<file path="src/rtl/swg_pkg.sv">
// Shared types and width helpers for the sliding-window generator write side.
package swg_pkg;

    typedef enum logic [0:0] {STATE_FILL, STATE_DRAIN} swg_wr_state_e;

    // Bit width needed to index n items; never less than 1 so degenerate sizes still elaborate.
    function automatic int clog2_depth(input int n);
        return (n <= 2) ? 1 : $clog2(n);
    endfunction

endpackage

</file>
<file path="src/rtl/swg_write_controller_if.sv">
// Input feature-map stream plus the cyclic buffer write port, grouped for the write controller.
interface swg_write_controller_if
    import swg_pkg::*;
#(
    parameter int WIDTH     = 8,
    parameter int BUF_DEPTH = 16
);
    localparam int AW = clog2_depth(BUF_DEPTH);

    logic             in_valid;
    logic             in_ready;
    logic [WIDTH-1:0] in_data;
    logic             buf_we;
    logic [AW-1:0]    buf_waddr;
    logic [WIDTH-1:0] buf_wdata;

    // Environment side: produces the stream, consumes the buffer write port.
    modport master (
        output in_valid, in_data,
        input  in_ready, buf_we, buf_waddr, buf_wdata
    );

    // Controller side.
    modport slave (
        input  in_valid, in_data,
        output in_ready, buf_we, buf_waddr, buf_wdata
    );

endinterface

</file>
<file path="src/rtl/swg_wrap_counter.sv">
// Modulo-MAX up counter: advances on en, wraps MAX-1 to 0, count valid the cycle after en.
module swg_wrap_counter
    import swg_pkg::*;
#(
    parameter int MAX = 16,
    localparam int W  = clog2_depth(MAX)
) (
    input  logic         clk,
    input  logic         rst_n,
    input  logic         en,
    output logic [W-1:0] count
);

    logic [W-1:0] count_q;
    logic [W-1:0] count_d;

    always_comb begin
        count_d = count_q;
        if (en) begin
            count_d = (count_q == W'(MAX - 1)) ? '0 : count_q + 1'b1;
        end
    end

    always_ff @(posedge clk) begin
        if (!rst_n) begin
            count_q <= '0;
        end else begin
            count_q <= count_d;
        end
    end

    assign count = count_q;

endmodule

</file>
<file path="src/rtl/swg_write_controller.sv">
// Ingest side of the sliding-window cyclic buffer: zero-latency write on handshake, occupancy tracking.
// in_ready is registered-only; it drops when the buffer is full or the image is waiting to drain.
module swg_write_controller
    import swg_pkg::*;
#(
    parameter int WIDTH         = 8,
    parameter int BUF_DEPTH     = 16,
    parameter int IMG_ELEMS     = 64,
    parameter int INCR_BITWIDTH = 8,
    localparam int CW           = $clog2(BUF_DEPTH + 1)
) (
    input  logic                     clk,
    input  logic                     rst_n,
    swg_write_controller_if.slave    bus,
    input  logic                     tail_advance,
    input  logic [INCR_BITWIDTH-1:0] tail_incr,
    input  logic                     read_last,
    output logic [CW-1:0]            avail,
    output logic                     overflow_err
);

    localparam int AW = clog2_depth(BUF_DEPTH);
    localparam int EW = clog2_depth(IMG_ELEMS);
    localparam int SW = CW + INCR_BITWIDTH + 1;

    swg_wr_state_e state_q, state_d;
    logic [CW-1:0] fill_q, fill_d;
    logic          ovf_q, ovf_d;
    logic [AW-1:0] addr_q;
    logic [EW-1:0] elem_q;
    logic          fire;
    logic          in_ready;
    logic [SW-1:0] fill_net;

    swg_wrap_counter #(.MAX(BUF_DEPTH)) u_addr_cnt (
        .clk   (clk),
        .rst_n (rst_n),
        .en    (fire),
        .count (addr_q)
    );

    swg_wrap_counter #(.MAX(IMG_ELEMS)) u_elem_cnt (
        .clk   (clk),
        .rst_n (rst_n),
        .en    (fire),
        .count (elem_q)
    );

    assign in_ready = (state_q == STATE_FILL) && (fill_q < CW'(BUF_DEPTH));
    assign fire     = bus.in_valid & in_ready;

    always_comb begin
        // Net occupancy in a wider two's-complement space; the MSB flags an over-free.
        fill_net = SW'(fill_q) + SW'(fire) - (tail_advance ? SW'(tail_incr) : SW'(0));
        state_d  = state_q;
        fill_d   = fill_q;
        ovf_d    = ovf_q;
        if (fill_net[SW-1]) begin
            fill_d = '0;
            ovf_d  = 1'b1;
        end else begin
            fill_d = fill_net[CW-1:0];
        end
        case (state_q)
            STATE_FILL: begin
                if (fire && (elem_q == EW'(IMG_ELEMS - 1))) begin
                    state_d = STATE_DRAIN;
                end
            end
            STATE_DRAIN: begin
                // End of image discards any same-cycle free, including its overflow check.
                if (read_last) begin
                    state_d = STATE_FILL;
                    fill_d  = '0;
                    ovf_d   = ovf_q;
                end
            end
            default: state_d = STATE_FILL;
        endcase
    end

    always_ff @(posedge clk) begin
        if (!rst_n) begin
            state_q <= STATE_FILL;
            fill_q  <= '0;
            ovf_q   <= 1'b0;
        end else begin
            state_q <= state_d;
            fill_q  <= fill_d;
            ovf_q   <= ovf_d;
        end
    end

    assign bus.in_ready  = in_ready;
    assign bus.buf_we    = fire;
    assign bus.buf_waddr = addr_q;
    assign bus.buf_wdata = bus.in_data;
    assign avail         = fill_q;
    assign overflow_err  = ovf_q;

    fill_bounded_a: assert property (@(posedge clk) disable iff (!rst_n) fill_q <= CW'(BUF_DEPTH));

endmodule

</file>
<file path="src/flat_wrapper.sv">
// flat-port wrapper written by rule: the top's interface ports become plain ports
module swg_write_controller_flat import swg_pkg::*;
#(
    parameter int WIDTH         = 8,
    parameter int BUF_DEPTH     = 16,
    parameter int IMG_ELEMS     = 64,
    parameter int INCR_BITWIDTH = 8,
    localparam int CW           = $clog2(BUF_DEPTH + 1)
)
  (clk, rst_n, tail_advance, tail_incr, read_last, avail, overflow_err, bus_in_valid, bus_in_data, bus_in_ready, bus_buf_we, bus_buf_waddr, bus_buf_wdata);
  swg_write_controller_if #(.WIDTH(WIDTH), .BUF_DEPTH(BUF_DEPTH)) bus_i ();
  input  logic clk;
  input  logic rst_n;
  input  logic tail_advance;
  input  logic [INCR_BITWIDTH-1:0] tail_incr;
  input  logic read_last;
  output logic [CW-1:0] avail;
  output logic overflow_err;
  input wire logic [$bits(bus_i.in_valid)-1:0] bus_in_valid;
  input wire logic [$bits(bus_i.in_data)-1:0] bus_in_data;
  output wire logic [$bits(bus_i.in_ready)-1:0] bus_in_ready;
  output wire logic [$bits(bus_i.buf_we)-1:0] bus_buf_we;
  output wire logic [$bits(bus_i.buf_waddr)-1:0] bus_buf_waddr;
  output wire logic [$bits(bus_i.buf_wdata)-1:0] bus_buf_wdata;
  assign bus_i.in_valid = bus_in_valid;
  assign bus_i.in_data = bus_in_data;
  assign bus_in_ready = bus_i.in_ready;
  assign bus_buf_we = bus_i.buf_we;
  assign bus_buf_waddr = bus_i.buf_waddr;
  assign bus_buf_wdata = bus_i.buf_wdata;
  swg_write_controller #(.WIDTH(WIDTH), .BUF_DEPTH(BUF_DEPTH), .IMG_ELEMS(IMG_ELEMS), .INCR_BITWIDTH(INCR_BITWIDTH)) u_core (.clk(clk), .rst_n(rst_n), .bus(bus_i), .tail_advance(tail_advance), .tail_incr(tail_incr), .read_last(read_last), .avail(avail), .overflow_err(overflow_err));
endmodule
</file>
<file path="config.mk">
export PLATFORM = sky130hd
export DESIGN_NAME = swg_write_controller_flat
export DESIGN_NICKNAME = d
export VERILOG_FILES = /design/src/rtl/swg_pkg.sv /design/src/rtl/swg_write_controller_if.sv /design/src/rtl/swg_wrap_counter.sv /design/src/rtl/swg_write_controller.sv /design/src/flat_wrapper.sv
export SDC_FILE = /design/constraint.sdc
export NUM_CORES = 1
export LEC_CHECK = 0
export BUFFER_PORTS_ARGS = -buffer_cell sky130_fd_sc_hd__buf_2
export CAP_MARGIN = 25
export CORE_MARGIN = 4
export CORE_UTILIZATION = 47
export DETAILED_ROUTE_END_ITERATION = 16
export GPL_TIMING_DRIVEN = 1
export PLACE_DENSITY = 0.78
export SLEW_MARGIN = 5
export SYNTH_ARGS = -nofsm -noshare
export SYNTH_HDL_FRONTEND = slang
export SYNTH_SLANG_ARGS = --single-unit
export TNS_END_PERCENT = 50
</file>
<file path="constraint.sdc">
create_clock -name clk -period 2.75 [get_ports clk]
set_input_delay 0.55 -clock clk [delete_from_list [all_inputs] [get_ports clk]]
set_output_delay 0.55 -clock clk [all_outputs]
set_load 0.005 [all_outputs]
</file>
Word-level counts from Yosys, hierarchy flattened. Cells that the tools add are included. W data, S select, Z words.

Logic and storage cells: 29. Flip-flop bits (word level): 17. Output and inout port bits: 20.

Reduce and logical (&&, ||, !) cells: 2. Equality and inequality tests: 3. Bitwise logic cells: 2. Magnitude comparators: 1. Muxes and demuxes: 12. $add $sub $neg: 4.

Operators by type and width (count): $mux W5 (3); $sub A14 B14 Y14 (1); $mux W8 (1); $add A5 B1 Y6 (1); $add A6 B1 Y6 const B (1); $eq A6 B6 Y1 const B (1); $mux W6 (1); $lt A5 B5 Y1 const B (1); $mux W1 (5); $add A4 B1 Y4 const B (1); $eq A4 B4 Y1 const B (1); $mux W4 (1); $logic_and A1 B1 Y1 (2); $ne A2 B2 Y1 const B (1); $pmux W1 S2 (1); $and A1 B1 Y1 (1); $not A1 Y1 (1).

Longest topological paths before layout. Gate-level depths: netlist (run 1).

Depth after elaboration: 8. Depth in mapped cells: 11.

By module. From an unflattened synthesis (run 1), not the netlist that was laid out.

Cells, all modules: 118. Area, all modules: 1072.3 um^2.

By module, submodules not included: swg_write_controller (instances 1, area an instance 591.8 um^2, cells each 70); swg_wrap_counter (u_core.u_elem_cnt) (instances 1, area an instance 294.0 um^2, cells each 30); swg_wrap_counter (u_core.u_addr_cnt) (instances 1, area an instance 186.4 um^2, cells each 18).

Least setup slack after synthesis (run 1). Ideal clock, no wire load.

Path type: input to register. From: input port bus_in_valid. To: register u_core.ovf_q, in the netlist u_core.overflow_err. Library setup time: 116 ps. Cell stages on the path: 11. Buffers on the path: 1. Path slack: 156 ps. Arrival: 2478 ps. Cell sequence: nor3b_2 buf_6 ha_1 ha_1 nand3_1 xnor2_1 ha_1 nand2_1 a211oi_1 o21ai_0 a31o_2.

Word-level cells in the longest chain between the ends: 6.

RTL lines: start: declaration (line flat_wrapper.sv:19) `input wire logic [$bits(bus_i.in_valid)-1:0] bus_in_valid;`; $and A1 B1 Y1 (*) (line swg_write_controller.sv:50) `assign fire = bus.in_valid & in_ready;`; via bus_buf_we (line flat_wrapper.sv:22) `output wire logic [$bits(bus_i.buf_we)-1:0] bus_buf_we;`; $add A5 B1 Y6 (*) (line swg_write_controller.sv:54) `fill_net = SW'(fill_q) + SW'(fire) - (tail_advance ? SW'(tail_incr) : SW'(0));`; $sub A14 B14 Y14 (*) (line swg_write_controller.sv:54); $mux W1 (*) (line swg_write_controller.sv:58) `if (fill_net[SW-1]) begin`; $mux W1 (line swg_write_controller.sv:72) `if (read_last) begin`; $mux W1 (*) (line swg_write_controller.sv:64) `case (state_q)`; end signal: assignment (line swg_write_controller.sv:90) `ovf_q <= ovf_d;`; end: declaration (line swg_write_controller.sv:28) `logic ovf_q, ovf_d;`.

Mark *: on every way through the listed nets, which the timed path passes. The rest lies on a longest branch. The select of a mux whose other input is x is not followed. A chain may end at the register's enable or synchronous reset.

Worst setup path in the final report (run 1).
From: register u_core.fill_q[4], in the netlist u_core.avail[4]. To: register u_core.ovf_q, in the netlist u_core.overflow_err.

Word-level cells in the longest chain between the ends: 8.

RTL lines: start: declaration (line swg_write_controller.sv:27) `logic [CW-1:0] fill_q, fill_d;`; start signal: assignment (line swg_write_controller.sv:89) `fill_q <= fill_d;`; $lt A5 B5 Y1 (line swg_write_controller.sv:49) `assign in_ready = (state_q == STATE_FILL) && (fill_q < CW'(BUF_DEPTH));`; $logic_and A1 B1 Y1 (line swg_write_controller.sv:49); $and A1 B1 Y1 (line swg_write_controller.sv:50); $add A5 B1 Y6 (*) (line swg_write_controller.sv:54); $sub A14 B14 Y14 (*) (line swg_write_controller.sv:54); $mux W1 (*) (line swg_write_controller.sv:58); $mux W1 (line swg_write_controller.sv:72); $mux W1 (*) (line swg_write_controller.sv:64).

Mark *: on every way between the ends. The rest lies on a longest branch, timed or not. The select of a mux whose other input is x is not followed.

==> impl_metrics.yaml, run 1 <==
synth:
  synth_most_common_cell: "dfxtp_1"
  ys_top_cells_by_count: "17 x dfxtp_1, 12 x nor2_1, 11 x nand2_1"
  synth_top_cell_by_area: "dfxtp_1"
  syn-cell-area_sq_um: 1030
  synth_seq_cells: 17
  ys_types: 32
  ys_seq_area_share_pct: 32.9
  netlist_top_cells_area: "dfxtp_1 33%, ha_1 12%, xnor2_1 6.8%"
  synthFlopType: "dfxtp_1"
  yosys_warnings: 0
  yosysTopAreaCellShare_pct: 32.9
  syn_inst: 115
  async_flop_share_pct: 0
  syn_nets: 147
  synth-edff-count: 0
  syn_avg_cell_area_sq_um: 9.00
worst_hold_path:
  hp-start: "u_core.u_elem_cnt.count[5]"
  min-delay-path-class: "reg -> reg"
worst_setup_path:
  critical_path_class: "reg -> reg"
  required_ns: 2.94
  endpoint: "u_core.overflow_err"
  rr_startpoint: "u_core.avail[4]"
  r2r-end: "u_core.overflow_err"
  critPathMaxFanout: 5
  cp-end-kind: "flop"
  reg2reg_slack_ns: 0.33
  start_kind: "flop"
  cp-startpoint: "u_core.avail[4]"
  arrival_ns: 2.61
  reg2reg_depth: 10
cells_and_area:
  drive_gt1_share_pct: 22.4
  regArea_sq_um: 340
  areaGrowthSynthToFinish_pct: 10.9
  n_antenna_cell: 0
  fill_cells: 184
  multiInputGateArea_sq_um: 608
  finalNetCount: 167
  final_core_util_pct: 56.7
  fin_cells: 161
timing:
  slew_viol_final: 0
  fin_crit_ns: 2.42
  finalSetupViolCount: 0
  hold_viol: 0
  max_freq_mhz: 414
  worst_clock_skew_ns: 0.00495
  rsz0062_at_grt: "no"
  tightest_slew_ns: 0.308
  period_share_pct: 87.9
  relSlewSlack_pct: 79.3
  setup_tns_ns: 0
cts:
  cts_root_buf: "clkbuf_4"
  ctsLongestPathBuffers: 2
  clk_pin_slew_worst_paths_ns: 0.10
  clk_latency_ns: 0.28
  cts_tree: "built"
  clkSinkCount: 17
  postCtsResizedCells: 0
  cts_hold_buf: 0
  htree_num_levels: 1
  cts_setup_buffers: 0
  cts_made_buffers: 3
die:
  initial_core_util_pct: 51.2
  die-area_sq_um: 3020
  dieWidth_um: 54.9
  core_area_sq_um: 2020
  num_rows: 16
  die_y_um: 54.9
  pin_count: 41
pwr:
  power_leakage_nw: 0.555
  power_uw: 516
  ir_drop_uv: 201
  power_density_nw_per_um2: 450
routing:
  route.detailed.wl_per_inst_um: 11.6
  ant_nets: 0
  drt_iter0_markers: 24
  via_count: 819
  viasPerCell: 5.09
  route.detailed.drc: 0
  drt_wl_total_mm: 1.88
  drt_pass1_iterations: 4
grt:
  grt_usage_pct: 14.2
  grt_max_degree: 14
  grt_pass1_vias: 808
  gr-total-overflow: 0
  antenna_found_initial: 0
  grt_pass1_wl_mm: 3.15
place:
  portBuffers: 24
  gp_congestion: 0.896
  place_hpwl_mm: 1.56
  dp.cells: 157
run:
  drv_cap: 0
status:
  status: "finished clean"
[per-layer routing]
metal  vias to the layer above  part of all wire (%)  GRT usage [%]
met4                         0                  0.48           3.64
met2                        25                    46           24.6
met1                       364                    47           17.5
met5                         -                     0              0
li1                        428                     -              -
met3                         2                   6.0           3.22
[registers in the layout, indices dropped and copies added (netlist names)]
name,cells
u_core.u_elem_cnt.count,6
u_core.avail,5
u_core.u_addr_cnt.count,4
u_core.overflow_err,1
u_core.state_q,1
[where the power goes]
part	switching, mW	internal, mW	total [mW]
registers	0.0138	0.259	0.273
clock network	0.0747	0.0563	0.131
logic	0.0543	0.0580	0.112
[area by class of cell]
class                      count  area share (%)
multi-input combinational     85            53.0
sequential                    17            29.7
tap                           27            2.94
clock buffer                   4            2.29
timing repair buffer          25            11.1
inverter                       3           0.981
[per-stage QoR]
step                      setup WS [ns]  hold WS (ns)  cell area [sq um]
after global routing              0.122         0.559               1150
after detailed placement          0.127         0.515               1120
after floorplan                   0.156         0.479               1030
after CTS                         0.359         0.537               1150
after global placement            0.169         0.506               1120
final                             0.334         0.529               1150
[worst min-delay path by stage]
stage	end	slack, ns	depth (start not counted)
after global placement	u_core.u_elem_cnt.count[5]	0.51	2
after floorplan	u_core.u_elem_cnt.count[5]	0.48	2
after detailed placement	u_core.u_elem_cnt.count[5]	0.52	2
final	u_core.u_elem_cnt.count[5]	0.53	2
after CTS	u_core.u_elem_cnt.count[5]	0.54	2
after global routing	u_core.state_q	0.56	3
[worst max-delay path, stage by stage, from the launching register on]
cell and delay (ns):
dfxtp_1 0.38, nor3b_2 0.24, ha_1 0.22, ha_1 0.20, nand3_1 0.10, xnor2_1 0.14
ha_1 0.33, nand2_1 0.06, a211oi_1 0.24, o21ai_0 0.15, a31o_2 0.26
[layout by cell type (no fill, tap or decap), drive strengths merged, types with 2 or more instances in the layout]
cell type  Yosys  final
buf            9     25
dfxtp         17     17
nor2          12     12
nand2         11     11
ha            10     10
xnor2          8      8
and2           5      5
xor2           4      4
nand4          4      4
clkbuf         1      4
nand3          3      3
inv            3      3
mux2i          3      3
nor2b          3      3
a21oi          3      3
o21ai          3      3
nand2b         2      2
and3           2      2
[cells by family (layout without fill, tap and decap cells)]
kind of cell | count (synthesis) | after routing | share of synthesized area (%)
xor gates and xnor gates | 12 | 12 | 10.2
and+or+nand+nor | 44 | 44 | 21.5
buffers and inverters | 13 | 32 | 8.34
muxes | 3 | 3 | 2.90
adders and majority gates | 11 | 11 | 14.0
AOI/OAI and AO/OA | 15 | 15 | 10.2
DFF | 17 | 17 | 32.9
No activity file was read; power rests on OpenSTA's default activity.
==> run 2, diff against run 1 <==
--- a/config.mk
+++ b/config.mk
@@ -8,12 +8,14 @@
 export BUFFER_PORTS_ARGS = -buffer_cell sky130_fd_sc_hd__buf_2
 export CAP_MARGIN = 25
 export CORE_MARGIN = 4
-export CORE_UTILIZATION = 47
+export CORE_UTILIZATION = 50
+export CTS_BUF_LIST = sky130_fd_sc_hd__clkbuf_2
 export DETAILED_ROUTE_END_ITERATION = 16
 export GPL_TIMING_DRIVEN = 1
-export PLACE_DENSITY = 0.78
+export PLACE_DENSITY = 0.81
 export SLEW_MARGIN = 5
 export SYNTH_ARGS = -nofsm -noshare
 export SYNTH_HDL_FRONTEND = slang
+export SYNTH_HIERARCHICAL = 1
 export SYNTH_SLANG_ARGS = --single-unit
 export TNS_END_PERCENT = 50
==> impl_metrics.yaml, run 2 <==
cells_and_area:
  final_core_util_pct: 59.3
  largest_reg_flops: 6
  drive_gt1_share_pct: 28.3
  n_antenna_cell: 0
  fill_cells: 191
  fin_cells: 165
  final_common_cell: "buf_2"
  areaGrowthSynthToFinish_pct: 10.6
  layout_common_cells: "24 x buf_2, 17 x dfxtp_1, 14 x nand2_1"
  finalNetCount: 174
die:
  initial_core_util_pct: 53.6
  die_y_um: 54.3
  dieWidth_um: 54.3
  core_area_sq_um: 2000
  die-area_sq_um: 2950
  pin_count: 41
  num_rows: 16
cts:
  cts_tree: "built"
  clk_latency_ns: 0.29
  clkSinkCount: 17
  htree_num_levels: 1
  cts_hold_buf: 0
  clk_pin_slew_worst_paths_ns: 0.16
  cts_made_buffers: 3
  cts_setup_buffers: 0
  postCtsResizedCells: 0
  ctsLongestPathBuffers: 2
  cts_root_buf: "clkbuf_2"
routing:
  via_count: 867
  route.detailed.drc: 0
  drt_pass1_iterations: 5
  route.detailed.wl_per_inst_um: 12.6
  viasPerCell: 5.25
  drt_iter0_markers: 16
  ant_nets: 0
  drt_wl_total_mm: 2.08
worst_setup_path:
  reg2reg_depth: 11
  slowest_delay_ns: 0.39
  arrival_ns: 2.55
  path_cells: "nor2_2 > nand2_1 > ha_1 > inv_1 > ha_1 > inv_1 > fa_1 > nand2b_1 > a21oi_2 > a21oi_2 > a22o_1"
  required_ns: 2.95
  critPathMaxFanout: 5
  critPathSlowestCell: "fa_1"
  reg2reg_slack_ns: 0.40
  critical_path_class: "reg -> reg"
  start_kind: "flop"
  r2r-end: "u_core/overflow_err"
  cp-end-kind: "flop"
  rr_startpoint: "u_core/state_q"
worst_hold_path:
  hold_end: "u_core/overflow_err"
  min_path_cells: 1
  hp-start: "u_core/overflow_err"
  min-delay-path-class: "reg -> reg"
status:
  status: "finished clean"
grt:
  grt_pass1_wl_mm: 3.36
  met2_usage_pct: 26.1
  grt_pass1_vias: 805
  antenna_found_initial: 0
  use_met1_pct: 18.7
  grt_usage_pct: 15.8
  grt_max_degree: 14
  gr-total-overflow: 0
  gr-usage-met3_pct: 4.36
  grt_most_used_layer: "met2"
synth:
  synthFlopType: "dfxtp_1"
  synthSimpleGateAreaFrac_pct: 24.9
  ys_types: 37
  ys_top_cells_by_count: "17 x dfxtp_1, 14 x nand2_1, 13 x ha_1"
  async_flop_share_pct: 0
  synth_top_cell_by_area: "dfxtp_1"
  ys_seq_area_share_pct: 31.7
  yosys_warnings: 6
  syn_inst: 118
  netlist_top_cells_area: "dfxtp_1 32%, ha_1 15%, buf_4 5.6%"
  syn-cell-area_sq_um: 1070
  syn_nets: 153
  synth_fa_ha_area_share_pct: 17.0
  syn_avg_cell_area_sq_um: 9.09
  synthMuxAreaShare_pct: 1.87
  synth-edff-count: 0
  synth-compound-area-share_pct: 10.7
  synth_seq_cells: 17
  synth_most_common_cell: "dfxtp_1"
  synth_top_family_by_area: "simple AND/OR/NAND/NOR gates"
  yosysTopAreaCellShare_pct: 31.7
  synth_xor_area_share_pct: 5.72
run:
  drv_cap: 0
place:
  gp_congestion: 0.867
  portBuffers: 24
  dp.cells: 161
  place_hpwl_mm: 1.65
timing:
  relSlewSlack_pct: 70.8
  period_share_pct: 85.5
  whs_ns: 0.497
  tightest_slew_ns: 0.437
  max_freq_mhz: 425
  fin_crit_ns: 2.35
  hold_viol: 0
  slew_viol_final: 0
  finalSetupViolCount: 0
  rsz0062_at_grt: "no"
  setup_tns_ns: 0
  worst_clock_skew_ns: 0.00732
pwr:
  power_leakage_nw: 0.591
  ir_drop_uv: 231
  power_density_nw_per_um2: 412
  power_uw: 489
## run 2: changes by cell type after synthesis, sizes merged, moves of 2 or more
cell,previous run,this run
a21oi,3,5
ha,10,13
inv,3,7
nand2,11,16
nand3b,0,2
nor2,12,9
nor2b,3,1
nor3,0,3
o21ai,3,0
xnor2,8,1
xor2,4,6
## run 2: report_power, final
group / leakage (nW) / internal [mW] / switching, mW
registers: 0.138 / 0.258 / 0.0118
clock network: 0.0166 / 0.0386 / 0.0753
logic: 0.436 / 0.0494 / 0.0553
total: 0.591 / 0.346 / 0.142
## run 2: kinds of logic (layout without fill, tap and decap cells)
| group | after synthesis | in the layout |
|---|---|---|
| adders and majority gates | 14 | 14 |
| buffers and inverters | 15 | 35 |
| DFF | 17 | 17 |
| xor gates and xnor gates | 7 | 7 |
| and+or+nand+nor | 48 | 48 |
| muxes | 2 | 2 |
| AOI/OAI and AO/OA | 15 | 15 |
## run 2: final cells by class
| type | count | area, sq um | area share (%) |
|---|---|---|---|
| Timing Repair Buffer | 24 | 120 | 10.1 |
| Multi-Input combinational cell | 86 | 646 | 54.4 |
| Clock buffer | 4 | 20.0 | 1.69 |
| Inverter | 7 | 26.3 | 2.22 |
| Tap cell | 27 | 33.8 | 2.85 |
| Sequential cell | 17 | 340 | 28.7 |
## run 2: metal layers
metal,share of wire [%],wire [um],up-vias
met2,46,950,27
met5,0,0,-
li1,-,-,446
met4,0.39,8,0
met1,46,950,392
met3,8.1,169,2
## run 2: worst max-delay path by stage
stage                               from  slack, ns                   to  cells after the start
after floorplan             tail_incr[0]       0.44  u_core/overflow_err                     10
after global placement      tail_advance       0.25  u_core/overflow_err                     11
after detailed placement    tail_advance       0.16  u_core/overflow_err                     11
after CTS                 u_core/state_q       0.41  u_core/overflow_err                     11
after global routing      u_core/state_q       0.22  u_core/overflow_err                     11
final                     u_core/state_q       0.40  u_core/overflow_err                     11
## run 2: through the flow
step	setup slack (ns)	instance area, sq um
finish	0.400	1190
global route	0.221	1190
CTS	0.411	1190
detailed placement	0.158	1170
global placement	0.249	1170
floorplan	0.438	1070
## run 2: worst max-delay path: cells and delay by family, from the launching register on
family,cells,cell delay [ns]
AOI/OAI and AO/OA,3,0.51
buffers and inverters,2,0.12
and+or+nand+nor,3,0.42
DFF,1,0.37
adders and majority gates,3,0.86
==> run 3, diff against run 2 <==
--- a/config.mk
+++ b/config.mk
@@ -8,7 +8,7 @@
 export BUFFER_PORTS_ARGS = -buffer_cell sky130_fd_sc_hd__buf_2
 export CAP_MARGIN = 25
 export CORE_MARGIN = 4
-export CORE_UTILIZATION = 50
+export CORE_UTILIZATION = 49
 export CTS_BUF_LIST = sky130_fd_sc_hd__clkbuf_2
 export DETAILED_ROUTE_END_ITERATION = 16
 export GPL_TIMING_DRIVEN = 1
@@ -16,6 +16,5 @@
 export SLEW_MARGIN = 5
 export SYNTH_ARGS = -nofsm -noshare
 export SYNTH_HDL_FRONTEND = slang
-export SYNTH_HIERARCHICAL = 1
 export SYNTH_SLANG_ARGS = --single-unit
 export TNS_END_PERCENT = 50
==> impl_metrics.yaml, run 3 (synthesis gave the netlist of run 1 again) <==
cells_and_area:
  final_design_area_no_fill_sq_um: 1140
  finalNetCount: 167
  n_antenna_cell: 0
  drive_gt1_share_pct: 23.1
  layout_common_cells: "24 x buf_2, 17 x dfxtp_1, 12 x nor2_1"
  fill_cells: 188
  areaGrowthSynthToFinish_pct: 10.3
  final_common_cell: "buf_2"
  largest_reg_flops: 6
  final_core_util_pct: 57.6
timing:
  finalSetupViolCount: 0
  period_share_pct: 87.5
  fin_crit_ns: 2.41
  worst_clock_skew_ns: 0.0178
  hold_viol: 0
  rsz0062_at_grt: "no"
  setup_tns_ns: 0
  relSlewSlack_pct: 78.2
  max_freq_mhz: 416
  slew_viol_final: 0
  tightest_slew_ns: 0.326
die:
  initial_core_util_pct: 52.2
  num_rows: 16
  pin_count: 41
  core_area_sq_um: 1980
  die_y_um: 54.0
  dieWidth_um: 54.0
  die-area_sq_um: 2910
cts:
  clk_pin_slew_worst_paths_ns: 0.17
  cts_hold_buf: 0
  postCtsResizedCells: 0
  clkSinkCount: 17
  ctsLongestPathBuffers: 2
  cts_setup_buffers: 0
  cts_tree: "built"
  cts_root_buf: "clkbuf_2"
  cts_made_buffers: 3
  clk_latency_ns: 0.31
  htree_num_levels: 1
worst_hold_path:
  hp-start: "read_last"
  min-delay-path-class: "in -> reg"
pwr:
  power_uw: 497
  ir_drop_uv: 203
  power_leakage_nw: 0.556
  power_density_nw_per_um2: 436
worst_setup_path:
  critical-path-top-delay-family: "adder cells"
  cp.depth: 9
  arrival_ns: 2.60
  cp-end-kind: "flop"
  r2r-end: "u_core.avail[2]"
  start_kind: "flop"
  rr_startpoint: "u_core.avail[4]"
  slowest_delay_ns: 0.40
  endpoint: "u_core.avail[2]"
  critical_path_class: "reg -> reg"
  cp-startpoint: "u_core.avail[4]"
  path_cells: "nor3b_2 > ha_1 > ha_1 > nand3_1 > xnor2_1 > ha_1 > a211o_1 > o21ai_1 > nor2_1"
  critPathSlowestCell: "dfxtp_1"
  reg2reg_depth: 9
  required_ns: 2.94
  path_buf_inv: 0
  path_common_cell: "ha_1"
  reg2reg_slack_ns: 0.34
  critPathMaxFanout: 5
grt:
  antenna_found_initial: 0
  grt_pass1_vias: 775
  grt_usage_pct: 14.9
  gr-total-overflow: 0
  grt_max_degree: 14
  grt_pass1_wl_mm: 3.13
run:
  drv_cap: 0
routing:
  drt_iter0_markers: 7
  via_count: 835
  drt_wl_total_mm: 1.96
  route.detailed.wl_per_inst_um: 12.2
  route.detailed.drc: 0
  ant_nets: 0
  viasPerCell: 5.19
  drt_pass1_iterations: 4
place:
  post_dp_cell_area_sq_um: 1120
  place_hpwl_mm: 1.60
  gp_congestion: 0.814
  portBuffers: 24
status:
  status: "finished clean"
[run 3: tightest hold or removal path, stage by stage]
cell	delay, ns
buf_2	0.09
nand2b_1	0.09
a21boi_0	0.07
[run 3: cell type report]
cell class / count / area (sq um) / area share, %
Multi-Input combinational cell: 85 / 608 / 53.3
Sequential cell: 17 / 340 / 29.8
Timing Repair Buffer: 25 / 128 / 11.2
Tap cell: 27 / 33.8 / 2.96
Clock buffer: 3 / 15.0 / 1.32
Inverter: 3 / 11.3 / 0.987
Clock inverter: 1 / 5.00 / 0.439
[run 3: how the worst min path moves through the flow]
stage,end,cells after the start
after floorplan,u_core.u_elem_cnt.count[5],2
after global placement,u_core.u_elem_cnt.count[5],2
after detailed placement,u_core.u_elem_cnt.count[5],2
after CTS,u_core.state_q,3
after global routing,u_core.state_q,3
final,u_core.state_q,3
[run 3: power by group]
group	internal (mW)	switching, mW	leakage [nW]
logic	0.0581	0.0539	0.401
clock network	0.0329	0.0790	0.0164
registers	0.259	0.0139	0.138
total	0.350	0.147	0.556
[run 3: metal layers]
metal  global-route usage [%]  vias up  part of all wire [%]
li1                         -      424                     -
met1                     16.9      379                    43
met2                     26.0       26                    48
met3                     1.94        6                   5.9
met4                     9.36        0                   2.4
met5                        0        -                     0
[run 3: stage by stage]
stage / std cells / hold slack [ns] / setup slack, ns
after detailed placement: 157 / 0.527 / 0.125
final: 161 / 0.518 / 0.345
after global placement: 157 / 0.507 / 0.170
after floorplan: 115 / 0.479 / 0.156
after global routing: 161 / 0.501 / 0.161
after CTS: 161 / 0.510 / 0.333
